$ cat src/rtl/hex_input_reg_pkg.sv
// Shared constants and helpers for the hex entry register: digit geometry,
// debounce default and the lowest-set-bit encoder used to pick one digit.
package hex_input_reg_pkg;

   localparam int DB_CYCLES_DEFAULT = 1_000_000;
   localparam int NDIGITS           = 8;
   localparam int DIGIT_W           = 4;
   localparam int WORD_W            = NDIGITS * DIGIT_W;
   localparam int CNT_W             = 4;
   localparam int NSW               = 16;

   // Scanning downward lets the lowest set index overwrite any higher one.
   function automatic logic [DIGIT_W-1:0] lowestIndex(input logic [NSW-1:0] vec);
      logic [DIGIT_W-1:0] idx;
      idx = '0;
      for (int i = NSW - 1; i >= 0; i--) begin
         if (vec[i]) idx = DIGIT_W'(i);
      end
      return idx;
   endfunction

endpackage

$ cat src/rtl/hex_input_reg_debouncer.sv
// Two-flop synchronizer followed by a stable-run debouncer; rise/fall pulse
// in the single cycle the debounced level takes its new value.
module debouncer
   import hex_input_reg_pkg::*;
#(
   parameter int DB_CYCLES = DB_CYCLES_DEFAULT
) (
   input  logic clk,
   input  logic rstn,
   input  logic in,
   output logic out,
   output logic rise,
   output logic fall
);

   localparam int CW = $clog2(DB_CYCLES + 1);

   logic          sync1_q, sync2_q;
   logic          level_q, level_d;
   logic          rise_q, rise_d;
   logic          fall_q, fall_d;
   logic [CW-1:0] count_q, count_d;

   // Count consecutive cycles of disagreement; any agreement restarts the run.
   always_comb begin
      count_d = '0;
      level_d = level_q;
      rise_d  = 1'b0;
      fall_d  = 1'b0;
      if (sync2_q != level_q) begin
         if (count_q == CW'(DB_CYCLES - 1)) begin
            level_d = sync2_q;
            rise_d  = sync2_q;
            fall_d  = ~sync2_q;
         end else begin
            count_d = count_q + CW'(1);
         end
      end
   end

   always_ff @(posedge clk or negedge rstn) begin
      if (!rstn) begin
         sync1_q <= 1'b0;
         sync2_q <= 1'b0;
         level_q <= 1'b0;
         rise_q  <= 1'b0;
         fall_q  <= 1'b0;
         count_q <= '0;
      end else begin
         sync1_q <= in;
         sync2_q <= sync1_q;
         level_q <= level_d;
         rise_q  <= rise_d;
         fall_q  <= fall_d;
         count_q <= count_d;
      end
   end

   assign out  = level_q;
   assign rise = rise_q;
   assign fall = fall_q;

endmodule

$ cat src/rtl/hex_input_reg.sv
// Hex entry register: debounced switches shift digits in, buttons delete or
// clear, with clear > delete > lowest-index digit when events coincide.
module hex_input_reg
   import hex_input_reg_pkg::*;
#(
   parameter int DB_CYCLES = DB_CYCLES_DEFAULT
) (
   input  logic              clk,
   input  logic              rstn,
   input  logic [NSW-1:0]    sw,
   input  logic              btn_del,
   input  logic              btn_clr,
   output logic [WORD_W-1:0] d,
   output logic [CNT_W-1:0]  cnt,
   output logic              upd
);

   localparam int NIN = NSW + 2;

   logic [NIN-1:0]    rawIn;
   logic [NIN-1:0]    level;
   logic [NIN-1:0]    riseEv;
   logic [NIN-1:0]    fallEv;
   logic [NSW-1:0]    digitEv;
   logic              delEv, clrEv;
   logic              unusedBits;
   logic [WORD_W-1:0] d_q, d_d;
   logic [CNT_W-1:0]  cnt_q, cnt_d;
   logic              upd_q, upd_d;

   assign rawIn = {btn_clr, btn_del, sw};

   for (genvar g = 0; g < NIN; g++) begin : gDeb
      debouncer #(.DB_CYCLES(DB_CYCLES)) uDeb (
         .clk  (clk),
         .rstn (rstn),
         .in   (rawIn[g]),
         .out  (level[g]),
         .rise (riseEv[g]),
         .fall (fallEv[g])
      );
   end

   // Switches act on either edge; buttons only on press.
   assign digitEv    = riseEv[NSW-1:0] | fallEv[NSW-1:0];
   assign delEv      = riseEv[NSW];
   assign clrEv      = riseEv[NSW+1];
   assign unusedBits = ^{level, fallEv[NIN-1:NSW]};

   always_comb begin
      d_d   = d_q;
      cnt_d = cnt_q;
      upd_d = 1'b0;
      if (clrEv) begin
         d_d   = '0;
         cnt_d = '0;
         upd_d = 1'b1;
      end else if (delEv) begin
         d_d   = {{DIGIT_W{1'b0}}, d_q[WORD_W-1:DIGIT_W]};
         cnt_d = (cnt_q == '0) ? '0 : cnt_q - CNT_W'(1);
         upd_d = 1'b1;
      end else if (|digitEv) begin
         d_d   = {d_q[WORD_W-DIGIT_W-1:0], lowestIndex(digitEv)};
         cnt_d = (cnt_q == CNT_W'(NDIGITS)) ? cnt_q : cnt_q + CNT_W'(1);
         upd_d = 1'b1;
      end
   end

   always_ff @(posedge clk or negedge rstn) begin
      if (!rstn) begin
         d_q   <= '0;
         cnt_q <= '0;
         upd_q <= 1'b0;
      end else begin
         d_q   <= d_d;
         cnt_q <= cnt_d;
         upd_q <= upd_d;
      end
   end

   assign d   = d_q;
   assign cnt = cnt_q;
   assign upd = upd_q;

endmodule

$ cat config.mk
export PLATFORM = sky130hd
export DESIGN_NAME = hex_input_reg
export DESIGN_NICKNAME = d
export VERILOG_FILES = /design/src/rtl/hex_input_reg_pkg.sv /design/src/rtl/hex_input_reg_debouncer.sv /design/src/rtl/hex_input_reg.sv
export SDC_FILE = /design/constraint.sdc
export NUM_CORES = 1
export LEC_CHECK = 0
export ABC_AREA = 1
export BUFFER_PORTS_ARGS = -buffer_cell sky130_fd_sc_hd__buf_2
export CORE_UTILIZATION = 25
export DETAILED_ROUTE_END_ITERATION = 6
export PLACE_DENSITY = 0.36
export SYNTH_ARGS = -nofsm -noshare
export SYNTH_HDL_FRONTEND = slang
export SYNTH_SLANG_ARGS = --single-unit
$ cat constraint.sdc
create_clock -name clk -period 2.6 [get_ports clk]
set_clock_uncertainty 0.15 [all_clocks]
set_input_delay 0.39 -clock clk [delete_from_list [all_inputs] [get_ports clk]]
set_output_delay 0.39 -clock clk [all_outputs]
set_load 0.02 [all_outputs]
==> results of run 1 <==
==> synthesized netlist by cell type (3+ instances only) <==
cell,count,share of area
nor3b_2,5,0.0027
o21ai_1,14,0.0031
a21oi_1,182,0.040
nor2_1,370,0.061
xor2_1,47,0.018
buf_2,3,0.00066
clkbuf_1,16,0.0026
nor4_1,48,0.013
nor3_1,144,0.031
a211oi_1,9,0.0030
nor3_4,3,0.0021
nor3_2,29,0.013
nor3b_4,3,0.0025
nor2_2,38,0.010
nor2_4,9,0.0044
ha_1,20,0.011
o22ai_1,22,0.0060
nor4_2,7,0.0038
inv_2,17,0.0028
nand3_1,98,0.021
o21ai_0,113,0.025
dfrtp_1,485,0.53
nand3_2,19,0.0083
nand2_2,14,0.0038
xnor2_1,29,0.011
nor3b_1,25,0.0082
o21a_1,13,0.0043
and3_1,16,0.0044
nand2_1,354,0.058
nand4_1,57,0.016
a41oi_1,3,0.0011
a31oi_1,18,0.0049
nor4_4,6,0.0056
inv_1,374,0.061
o211a_1,4,0.0017
==> power groups by stage <==
stage	clock network, uW	logic (uW)	registers (uW)
6_report	8360	532	7720
5_1_grt	9030	633	7730
2_1_floorplan	0	229	7830
3_5_place_dp	0	539	7850
4_1_cts	8790	563	7720
3_3_place_gp	0	531	7850
==> cell type report <==
class / count / area, um^2
Fill cell: 9557 / 63300
Sequential cell: 485 / 12100
Multi-Input combinational cell: 1730 / 9190
Clock buffer: 94 / 1770
Tap cell: 1176 / 1470
Inverter: 391 / 1470
Timing Repair Buffer: 110 / 806
Clock inverter: 15 / 185
==> per-stage QoR <==
stage	worst slack, ns	cells
6_report	0.311	4001
3_5_place_dp	0.306	3873
3_3_place_gp	0.333	3873
5_1_grt	0.00155	4001
2_1_floorplan	0.592	2627
4_1_cts	0.291	4001
==> worst paths after layout <==
| kind | start | endpoint | slack, ns | cells past startpoint |
|---|---|---|---|---|
| min reg2reg | gDeb[1].uDeb.sync1_q | gDeb[1].uDeb.sync2_q | 0.20 | 0 |
| max reg2reg | gDeb[12].uDeb.count_q[0] | gDeb[12].uDeb.count_q[16] | 0.31 | 12 |
| max in group asynchronous | rstn | gDeb[16].uDeb.count_q[9] | 1.30 | 3 |
| min in group clk | gDeb[1].uDeb.sync1_q | gDeb[1].uDeb.sync2_q | 0.20 | 0 |
| min | rstn | gDeb[11].uDeb.count_q[16] | 0.06 | 2 |
| max | gDeb[12].uDeb.count_q[0] | gDeb[12].uDeb.count_q[16] | 0.31 | 12 |
==> registers in the layout (all words and copies together) (netlist names) <==
signal	count
gDeb.uDeb.out	18
d	32
cnt	4
gDeb.uDeb.fall	16
gDeb.uDeb.sync2_q	18
gDeb.uDeb.rise	18
gDeb.uDeb.count_q	360
upd	1
gDeb.uDeb.sync1_q	18
==> routing by layer <==
| layer | track usage | up-vias | routed length [um] |
|---|---|---|---|
| li1 | - | 8958 | - |
| met1 | 0.156 | 8253 | 25700 |
| met2 | 0.189 | 175 | 24300 |
| met3 | 0.0284 | 77 | 2640 |
| met4 | 0.0365 | 0 | 1260 |
| met5 | 0 | - | 0 |
==> worst max-delay path, cell delays in order (launching register included) <==
cell	delay [ns]
dfrtp_1	0.37
ha_1	0.18
nand2_1	0.08
nor2_1	0.16
nand2_1	0.11
nor2_2	0.17
nand2_1	0.07
nor2_1	0.19
nand3_2	0.17
nor4_4	0.20
nand3_1	0.12
o21ai_0	0.16
a21oi_1	0.06
==> what timing repair did <==
action | 4_1_cts | 5_1_grt
hold buffers | 19 | 0
hold endpoints to repair | 424 | 0
buffers inserted | 0 | 0
==> logic make-up (layout without fill, tap and decap cells) <==
logic type,after synthesis,count (layout),share of synthesized area
AO/OA/AOI/OAI,384,384,0.0907
flip-flops,485,485,0.530
XOR/XNOR,76,76,0.0291
adder cells (fa/ha/maj),20,20,0.0109
multiplexers,1,1,0.000437
buffers and inverters,412,610,0.0681
AND/OR/NAND/NOR,1249,1249,0.270
==> summary.md, run 1 <==
| Metric | Value |
|---|---|
| Routed vias | 17500 |
| Leading cell type in the layout, fill and taps excluded | dfrtp_1 |
| Max-cap violation count | 0 |
| Commonest non-fill, non-tap cells in the layout | dfrtp_1 (484), inv_1 (374), nor2_1 (370), nand2_1 (354), a21oi_1 (182) |
| All-Layer GR Usage | 0.118 |
| Via density | 4.36 |
| Final core occ | 0.299 |
| P_int | 12800 uW |
| Skew-Pair Late Insertion Delay | 0.63 ns |
| Setup Viol. Count Final | 0 |
| Setup TNS | 0 ns |
| Die Ht | about 300 um |
| Worst setup EP type | register |
| Clk network pwr share | 0.503 |
| Die ar. | 92800 um^2 |
| Synth Area per Inst | about 8.7 um^2 |
| Fmax | approximately 440 MHz |
| Worst-margin pin slew | roughly 0.64 ns |
| Cell Area, Synth | 22900 um^2 |
| Core Box Area | 90300 um^2 |
| Flop pwr share | 0.465 |
| Finished Cell Area | 27000 um^2 |
| Number of synthesized flops with an enable pin | 0 |
| Num ports | 57 |
| Synth-to-layout area growth | 18.1% |
| Net Sw Power | 3770 uW |
| CTS Root Cell | clkbuf_16 |
| Fraction of registers with async set/reset | 1.00 |
| Detailed placement HPWL | ~38 mm |
| Vias in the first global route | 17600 |
| Comb power frac | 0.032 |
| Layout Nets | 2819 |
| Peak supply drop | about 440 uV |
| Netlist cell types | 46 |
| Yosys warns | 0 |
| Initial antenna violation count | 1 |
| Share of cells above drive strength 1 | 0.118 |
| Top FF cell, synth | dfrtp_1 |
| Deepest clock path buffer count | 3 |
| DRC Markers | 0 |
| Row count | 110 |
| CTS tree | done |
| CTS H-Tree Depth | 2 |
| Total Power | ~17000 uW |
| Resized cells post-CTS | 0 |
| Clk slew on worst S/H paths | 0.06 ns |
| Final Hold Vio Count | 0 |
| CP required | 2.95 ns |
| RSZ-0062 raised after global routing | no |
| WL/cell | 13.5 um |
| Sequential area share after synthesis | 0.530 |
| Syn Inst Count | 2627 |
| IO buf count | 56 |
| Fin. max-slew vios | 0 |
| Min-delay worst type | primary input to async pin |
| Hold slack final | 0.0584 ns |
| CP startpoint kind | register |
| Die X | 305 um |
| Worst EP arrival | 2.64 ns |
| Fin crit period | roughly 2.3 ns |
| Pleak | 0.0116 uW |
| Crit Path Max Fanout | 4 |
| Antenna Cells | 0 |
| Net Sw Frac | 0.227 |
| Final wirelength | 53.9 mm |
| Syn Nets | 2667 |
| Setup CP Type | register to register |
| Post-Place Cell Area | 24900 um^2 |
| Initial Util | 0.254 |
| Iteration-0 DRC Markers | around 960 |
| Largest net degree at the start of global routing | 115 |
| PD cells | 614 nW/um^2 |
| Crit share post-route | 0.880 |
| Number of nets with antenna violations after routing | 0 |
| First-pass GRT wire length | 90.7 mm |
| Routability-driven placement congestion ratio | 0.762 |
| CTS Sinks | approximately 490 |
| Initial DRT Pass Iterations | 7 |
| Status | finished clean |
| Grt ovf | 0 |
| Max-slew headroom | 0.570 |
| #FFs+latches synth | 485 |
| Num CTS Buffers | 61 |
No activity file was read; power rests on OpenSTA's default activity.
==> inputs of run 2 (changes only) <==
--- a/config.mk
+++ b/config.mk
@@ -9,7 +9,7 @@
 export BUFFER_PORTS_ARGS = -buffer_cell sky130_fd_sc_hd__buf_2
 export CORE_UTILIZATION = 25
 export DETAILED_ROUTE_END_ITERATION = 6
-export PLACE_DENSITY = 0.36
+export PLACE_DENSITY = 0.37
 export SYNTH_ARGS = -nofsm -noshare
 export SYNTH_HDL_FRONTEND = slang
 export SYNTH_SLANG_ARGS = --single-unit
==> constraint.sdc (replaced) <==
create_clock -name clk -period 2 [get_ports clk]
set_clock_uncertainty 0.15 [all_clocks]
set_input_delay 0.3 -clock clk [delete_from_list [all_inputs] [get_ports clk]]
set_output_delay 0.3 -clock clk [all_outputs]
set_load 0.02 [all_outputs]
==> run 2 against run 1 <==
Highest routed layer unchanged. The run now ends with negative setup slack left. Clock power is 41% higher. Critical endpoint is now gDeb[13].uDeb.count_q[16]. Critical path depth increased by 2. First-iteration DRC count fell by 20%. Critical path type unchanged. Sequential share of layout area is 8.1 points lower.
==> summary.md, run 2 (synthesis results as in run 1) <==
| Metric | Value |
|---|---|
| Hold slack final | 0.0157 ns |
| Largest net degree at the start of global routing | 65 |
| Iteration-0 DRC Markers | a little under 800 |
| CP startpoint kind | register |
| DRC Markers | 0 |
| All-Layer GR Usage | 0.126 |
| Worst-path cell chain | ha_2 -> nand3_2 -> nor2_4 -> nand2_2 -> inv_2 -> nand2_4 -> nor3_4 -> nand3_2 -> nor2_4 -> nand3_2 -> nor2_2 -> nand2_1 -> o21ai_1 -> a21oi_1 |
| Failing checks | negative setup slack |
| CP required | 2.35 ns |
| Reg area | 12100 um^2 |
| Critical path launch point | gDeb[13].uDeb.count_q[1] |
| Setup Viol. Count Final | 31 |
| GRT busiest layer | met2 |
| WL/cell | 13.4 um |
| Post-Place Setup Slack | -0.141 ns |
| Deepest clock path buffer count | 3 |
| Number of nets with antenna violations after routing | 0 |
| WP buf/inv | 1 |
| Peak supply drop | 612 uV |
| CTS tree | done |
| Area occupied by multi-input gates | 11500 um^2 |
| Synth-to-layout area growth | 44.3% |
| Final Hold Vio Count | 0 |
| Row count | 110 |
| Crit share post-route | 1.11 |
| First-pass GRT wire length | 97.6 mm |
| Initial antenna violation count | 2 |
| Max-cap violation count | 0 |
| M2 GR Usage | 0.204 |
| Slowest CP cell | dfrtp_1 |
| Routability-driven placement congestion ratio | about 0.8 |
| Largest delay share family, worst path | simple AND/OR/NAND/NOR gates |
| CTS Sinks | 485 |
| Num ports | 57 |
| IO buf count | 56 |
| CTS Root Cell | clkbuf_16 |
| Max-slew headroom | 0.693 |
| Routed vias | 19500 |
| CTS H-Tree Depth | 2 |
| Status | finished, violations left |
| Detailed placement HPWL | ~40 mm |
| Layout Nets | ~3200 |
| Skew-Pair Late Insertion Delay | approximately 0.63 ns |
| Initial Util | 0.254 |
| Grt ovf | 0 |
| Vias in the first global route | 19400 |
| Pleak | 0.0149 uW |
| Antenna Cells | 0 |
| Fin. max-slew vios | 0 |
| Die X | 305 um |
| Initial DRT Pass Iterations | 5 |
| GRT met3 Usage | 0.0217 |
| Worst EP arrival | 2.57 ns |
| Leading cell type in the layout, fill and taps excluded | dfrtp_1 |
| Num CTS Buffers | between 60 and 70 |
| Reg2reg start | gDeb[13].uDeb.count_q[1] |
| Share of cells above drive strength 1 | 0.358 |
| Fin crit period | 2.22 ns |
| Min-delay worst type | primary input to async pin |
| R2R cell count | 14 |
| Clk slew on worst S/H paths | 0.06 ns |
| Via density | ~4.4 |
| PD cells | 692 nW/um^2 |
| Worst-margin pin slew | 0.457 ns |
| Max reg flops | between 300 and 400 |
| Slowest cell delay on critical path | 0.36 ns |
| Met1 Use GR | 0.171 |
| Core Box Area | 90300 um^2 |
| Crit Path Max Fanout | 3 |
| Commonest non-fill, non-tap cells in the layout | dfrtp_1 (480), buf_4 (386), inv_1 (344), nor2_1 (292), nand2_1 (278) |
| Total of fill cells in the finished design | just over 9000 |
| Setup CP Type | register to register |
| Top reg by flops | gDeb.uDeb.count_q |
| Critical Path Most Common Cell | nand3_2 |
| RSZ-0062 raised after global routing | yes |
| Fmax | 450 MHz |
| Final core occ | 0.366 |
| Final wirelength | 59.4 mm |
| Levels on crit path | 14 |
| Die ar. | 92800 um^2 |
| Die Ht | 305 um |
| Worst setup EP type | register |
| Post-route setup slack | -0.220 ns |
## run 2: cell count changes in the layout (fill, tap and decap cells not counted), moves of 22 or more
| cell | delta |
|---|---|
| o21ai_2 | +22 |
| buf_4 | +356 |
| o21ai_0 | -29 |
| inv_1 | -30 |
| nand3_4 | +29 |
| nand3_2 | +23 |
| nand2_1 | -76 |
| nor2_1 | -78 |
| buf_6 | +43 |
| nor3_4 | +28 |
| nand2_2 | +62 |
| nand3_1 | -52 |
| nor2_4 | +58 |
| nor3_1 | -37 |
## run 2: cell type report
cell class | count | area share
repair inverters | 1 | 0.000227
flip-flops and latches | 485 | 0.368
clock buffers | 89 | 0.0565
multi-input cells | 1730 | 0.348
repair buffers | 522 | 0.127
well taps | 1176 | 0.0446
clock inverters | 26 | 0.0102
inverters | 391 | 0.0454
## run 2: worst paths after layout
check	endpoint	slack [ns]
max	gDeb[13].uDeb.count_q[16]	-0.22
min	gDeb[11].uDeb.count_q[12]	0.02
max reg2reg	gDeb[13].uDeb.count_q[16]	-0.22
min reg2reg	gDeb[16].uDeb.sync2_q	0.20
max in group asynchronous	gDeb[11].uDeb.rise	0.66
min in group clk	gDeb[12].uDeb.sync1_q	0.16
## run 2: metal layers
layer | vias up | wire length [um]
met5 | - | 0
met4 | 0 | 1210
met3 | 75 | 2000
met2 | 186 | 28000
met1 | 9373 | 28300
li1 | 9828 | -
## run 2: stage by stage
stage / TNS, ns / cell area, um^2 / total power (uW) / instances
2_1_floorplan: 0 / 22900 / 10500 / 2627
3_3_place_gp: -4.33 / 27100 / 11000 / 4155
3_5_place_dp: -6.58 / 27100 / 11000 / 4155
4_1_cts: -2.44 / 30500 / 23300 / 4341
5_1_grt: -14.41 / 33000 / 23900 / 4420
6_report: -1.81 / 33000 / 22900 / 4420
## run 2: timing repair
action	4_1_cts	5_1_grt
hold buffers	21	0
setup endpoints to repair	130	292
pin swaps	40	168
gates resized for setup	146	487
cloned	0	5
endpoints found under the hold margin	503	0
setup buffers	50	94
## run 2: power by group
group / internal [uW] / total (uW) / switching, uW / leakage [uW]
sequential: 9940 / 10100 / 110 / 0.00664
clock: 7440 / 11800 / 4410 / 0.00111
combinational: 391 / 966 / 575 / 0.00714
total: 17800 / 22900 / 5090 / 0.0149
==> inputs of run 3 (changes only) <==
--- a/config.mk
+++ b/config.mk
@@ -9,6 +9,7 @@
 export BUFFER_PORTS_ARGS = -buffer_cell sky130_fd_sc_hd__buf_2
 export CORE_UTILIZATION = 25
 export DETAILED_ROUTE_END_ITERATION = 6
+export MAX_ROUTING_LAYER = met4
 export PLACE_DENSITY = 0.37
 export SYNTH_ARGS = -nofsm -noshare
 export SYNTH_HDL_FRONTEND = slang
==> run 3 against run 2 <==
The flow still finishes with violations (negative setup slack). Worst hold slack worse by 0.0012 ns. Register-to-register slack is essentially flat. Combinational power about the same. Critical path type unchanged.
==> summary.md, run 3 (synthesis results as in run 1) <==
| Metric | Value |
|---|---|
| Routability-driven placement congestion ratio | 0.818 |
| Finished Cell Area | around 33000 um^2 |
| Die X | 305 um |
| Setup CP Type | register to register |
| DRC Markers | 0 |
| Antenna Cells | 0 |
| All-Layer GR Usage | 0.129 |
| Share of cells above drive strength 1 | 0.356 |
| Post-route setup slack | -0.224 ns |
| Leading cell type in the layout, fill and taps excluded | dfrtp_1 |
| Die ar. | 92800 um^2 |
| Layout Nets | 3231 |
| Post-Place Setup Slack | -0.141 ns |
| Fmax | 450 MHz |
| Via density | 4.41 |
| Detailed placement HPWL | between 40 and 50 mm |
| PD cells | 693 nW/um^2 |
| Met1 Use GR | 0.172 |
| Post-Place Cell Area | 27100 um^2 |
| M2 GR Usage | 0.204 |
| CP startpoint kind | register |
| Placed instance count | 4155 |
| CTS Sinks | 485 |
| Pleak | 0.0149 uW |
| Initial DRT Pass Iterations | 5 |
| Grt ovf | 0 |
| Initial Util | 0.254 |
| Core Box Area | 90300 um^2 |
| Crit Path Max Fanout | 3 |
| Worst-margin pin slew | 0.411 ns |
| Max-slew headroom | 0.726 |
| Fin crit period | between 2 and 2.5 ns |
| Num ports | 57 |
| Skew-Pair Late Insertion Delay | 0.63 ns |
| Peak supply drop | 611 uV |
| Final wirelength | 59.5 mm |
| IO buf count | between 50 and 60 |
| Worst EP arrival | ~2.6 ns |
| Setup Viol. Count Final | 31 |
| Synth-to-layout area growth | 44.2% |
| WL/cell | 13.5 um |
| Clk slew on worst S/H paths | 0.06 ns |
| Routed vias | 19500 |
| Max-cap violation count | 0 |
| Largest net degree at the start of global routing | 65 |
| Min-delay worst type | primary input to async pin |
| Initial antenna violation count | 2 |
| Die Ht | 305 um |
| Total Power | ~23000 uW |
| First-pass GRT wire length | just under 100 mm |
| Worst setup EP type | register |
| CTS Root Cell | clkbuf_16 |
| CTS tree | done |
| Post-route insts no fill | 4419 |
| Total of fill cells in the finished design | between 9000 and 10000 |
| Vias in the first global route | 19400 |
| CTS H-Tree Depth | 2 |
| GRT met3 Usage | 0.0213 |
| Status | finished, violations left |
| Setup TNS | -1.88 ns |
| Deepest clock path buffer count | 3 |
| Number of nets with antenna violations after routing | 0 |
| Crit share post-route | 1.11 |
| Num CTS Buffers | 61 |
| CP required | 2.35 ns |
| Commonest non-fill, non-tap cells in the layout | dfrtp_1 (480), buf_4 (386), inv_1 (345), nor2_1 (292), nand2_1 (279) |
| Max reg flops | 360 |
| Iteration-0 DRC Markers | approximately 800 |
| RSZ-0062 raised after global routing | yes |
| Failing checks | negative setup slack |
| GRT busiest layer | met2 |
| Top reg by flops | gDeb.uDeb.count_q |
| Final Hold Vio Count | 0 |
| Fin. max-slew vios | 0 |
| Row count | 110 |
run 3: power by group:
group | internal, uW | leakage (uW) | switching, uW
Combinational | 391 | 0.00715 | 573
Sequential | 9940 | 0.00664 | 110
Clock | 7440 | 0.00111 | 4410
Total | 17800 | 0.0149 | 5100
run 3: what timing repair did:
action / CTS / global route
endpoints found under the hold margin: 503 / 0
gates cloned: 0 / 4
gates resized for setup: 146 / 481
setup buffers: 50 / 93
pin swaps: 40 / 166
hold buffers: 21 / 0
setup endpoints to repair: 130 / 291
run 3: critical path, cell delays in order, from the launching register on:
cell	delay (ns)
dfrtp_1	0.36
ha_2	0.19
nand3_2	0.11
nor2_4	0.14
nand2_2	0.06
inv_2	0.07
nand2_4	0.05
nor3_4	0.22
nand3_2	0.13
nor2_4	0.14
nand3_2	0.11
nor2_2	0.13
nand2_1	0.07
o21ai_1	0.13
a21oi_1	0.05
run 3: layer usage:
layer	routed length, um	vias to the layer above
met2	28000	194
met1	28400	9376
li1	-	9825
met5	0	-
met3	1900	80
met4	1220	0
run 3: final cells by class:
type	count	area, um^2	area share
Inverter	391	1500	0.0454
Clock buffer	89	1860	0.0565
Multi-Input combinational cell	1730	11500	0.348
Tap cell	1176	1470	0.0446
Sequential cell	485	12100	0.368
Timing Repair Buffer	522	4210	0.128
Clock inverter	26	338	0.0102
run 3: path summary, 6_finish.rpt:
| kind | start | end | slack [ns] | depth (start not counted) |
|---|---|---|---|---|
| max | gDeb[13].uDeb.count_q[1] | gDeb[13].uDeb.count_q[16] | -0.22 | 14 |
| min | rstn | gDeb[11].uDeb.count_q[12] | 0.01 | 2 |
| max reg2reg | gDeb[13].uDeb.count_q[1] | gDeb[13].uDeb.count_q[16] | -0.22 | 14 |
| min reg2reg | gDeb[2].uDeb.sync1_q | gDeb[2].uDeb.sync2_q | 0.20 | 0 |
| max in group asynchronous | rstn | gDeb[11].uDeb.rise | 0.67 | 3 |
| min in group clk | sw[12] | gDeb[12].uDeb.sync1_q | 0.16 | 2 |
run 3: through the flow:
step,util,hold WS (ns)
6_report,0.365,0.0145
5_1_grt,0.365,0.0304
4_1_cts,0.337,0.103
3_5_place_dp,0.300,0.0760
3_3_place_gp,0.300,0.0759
2_1_floorplan,-,-0.146
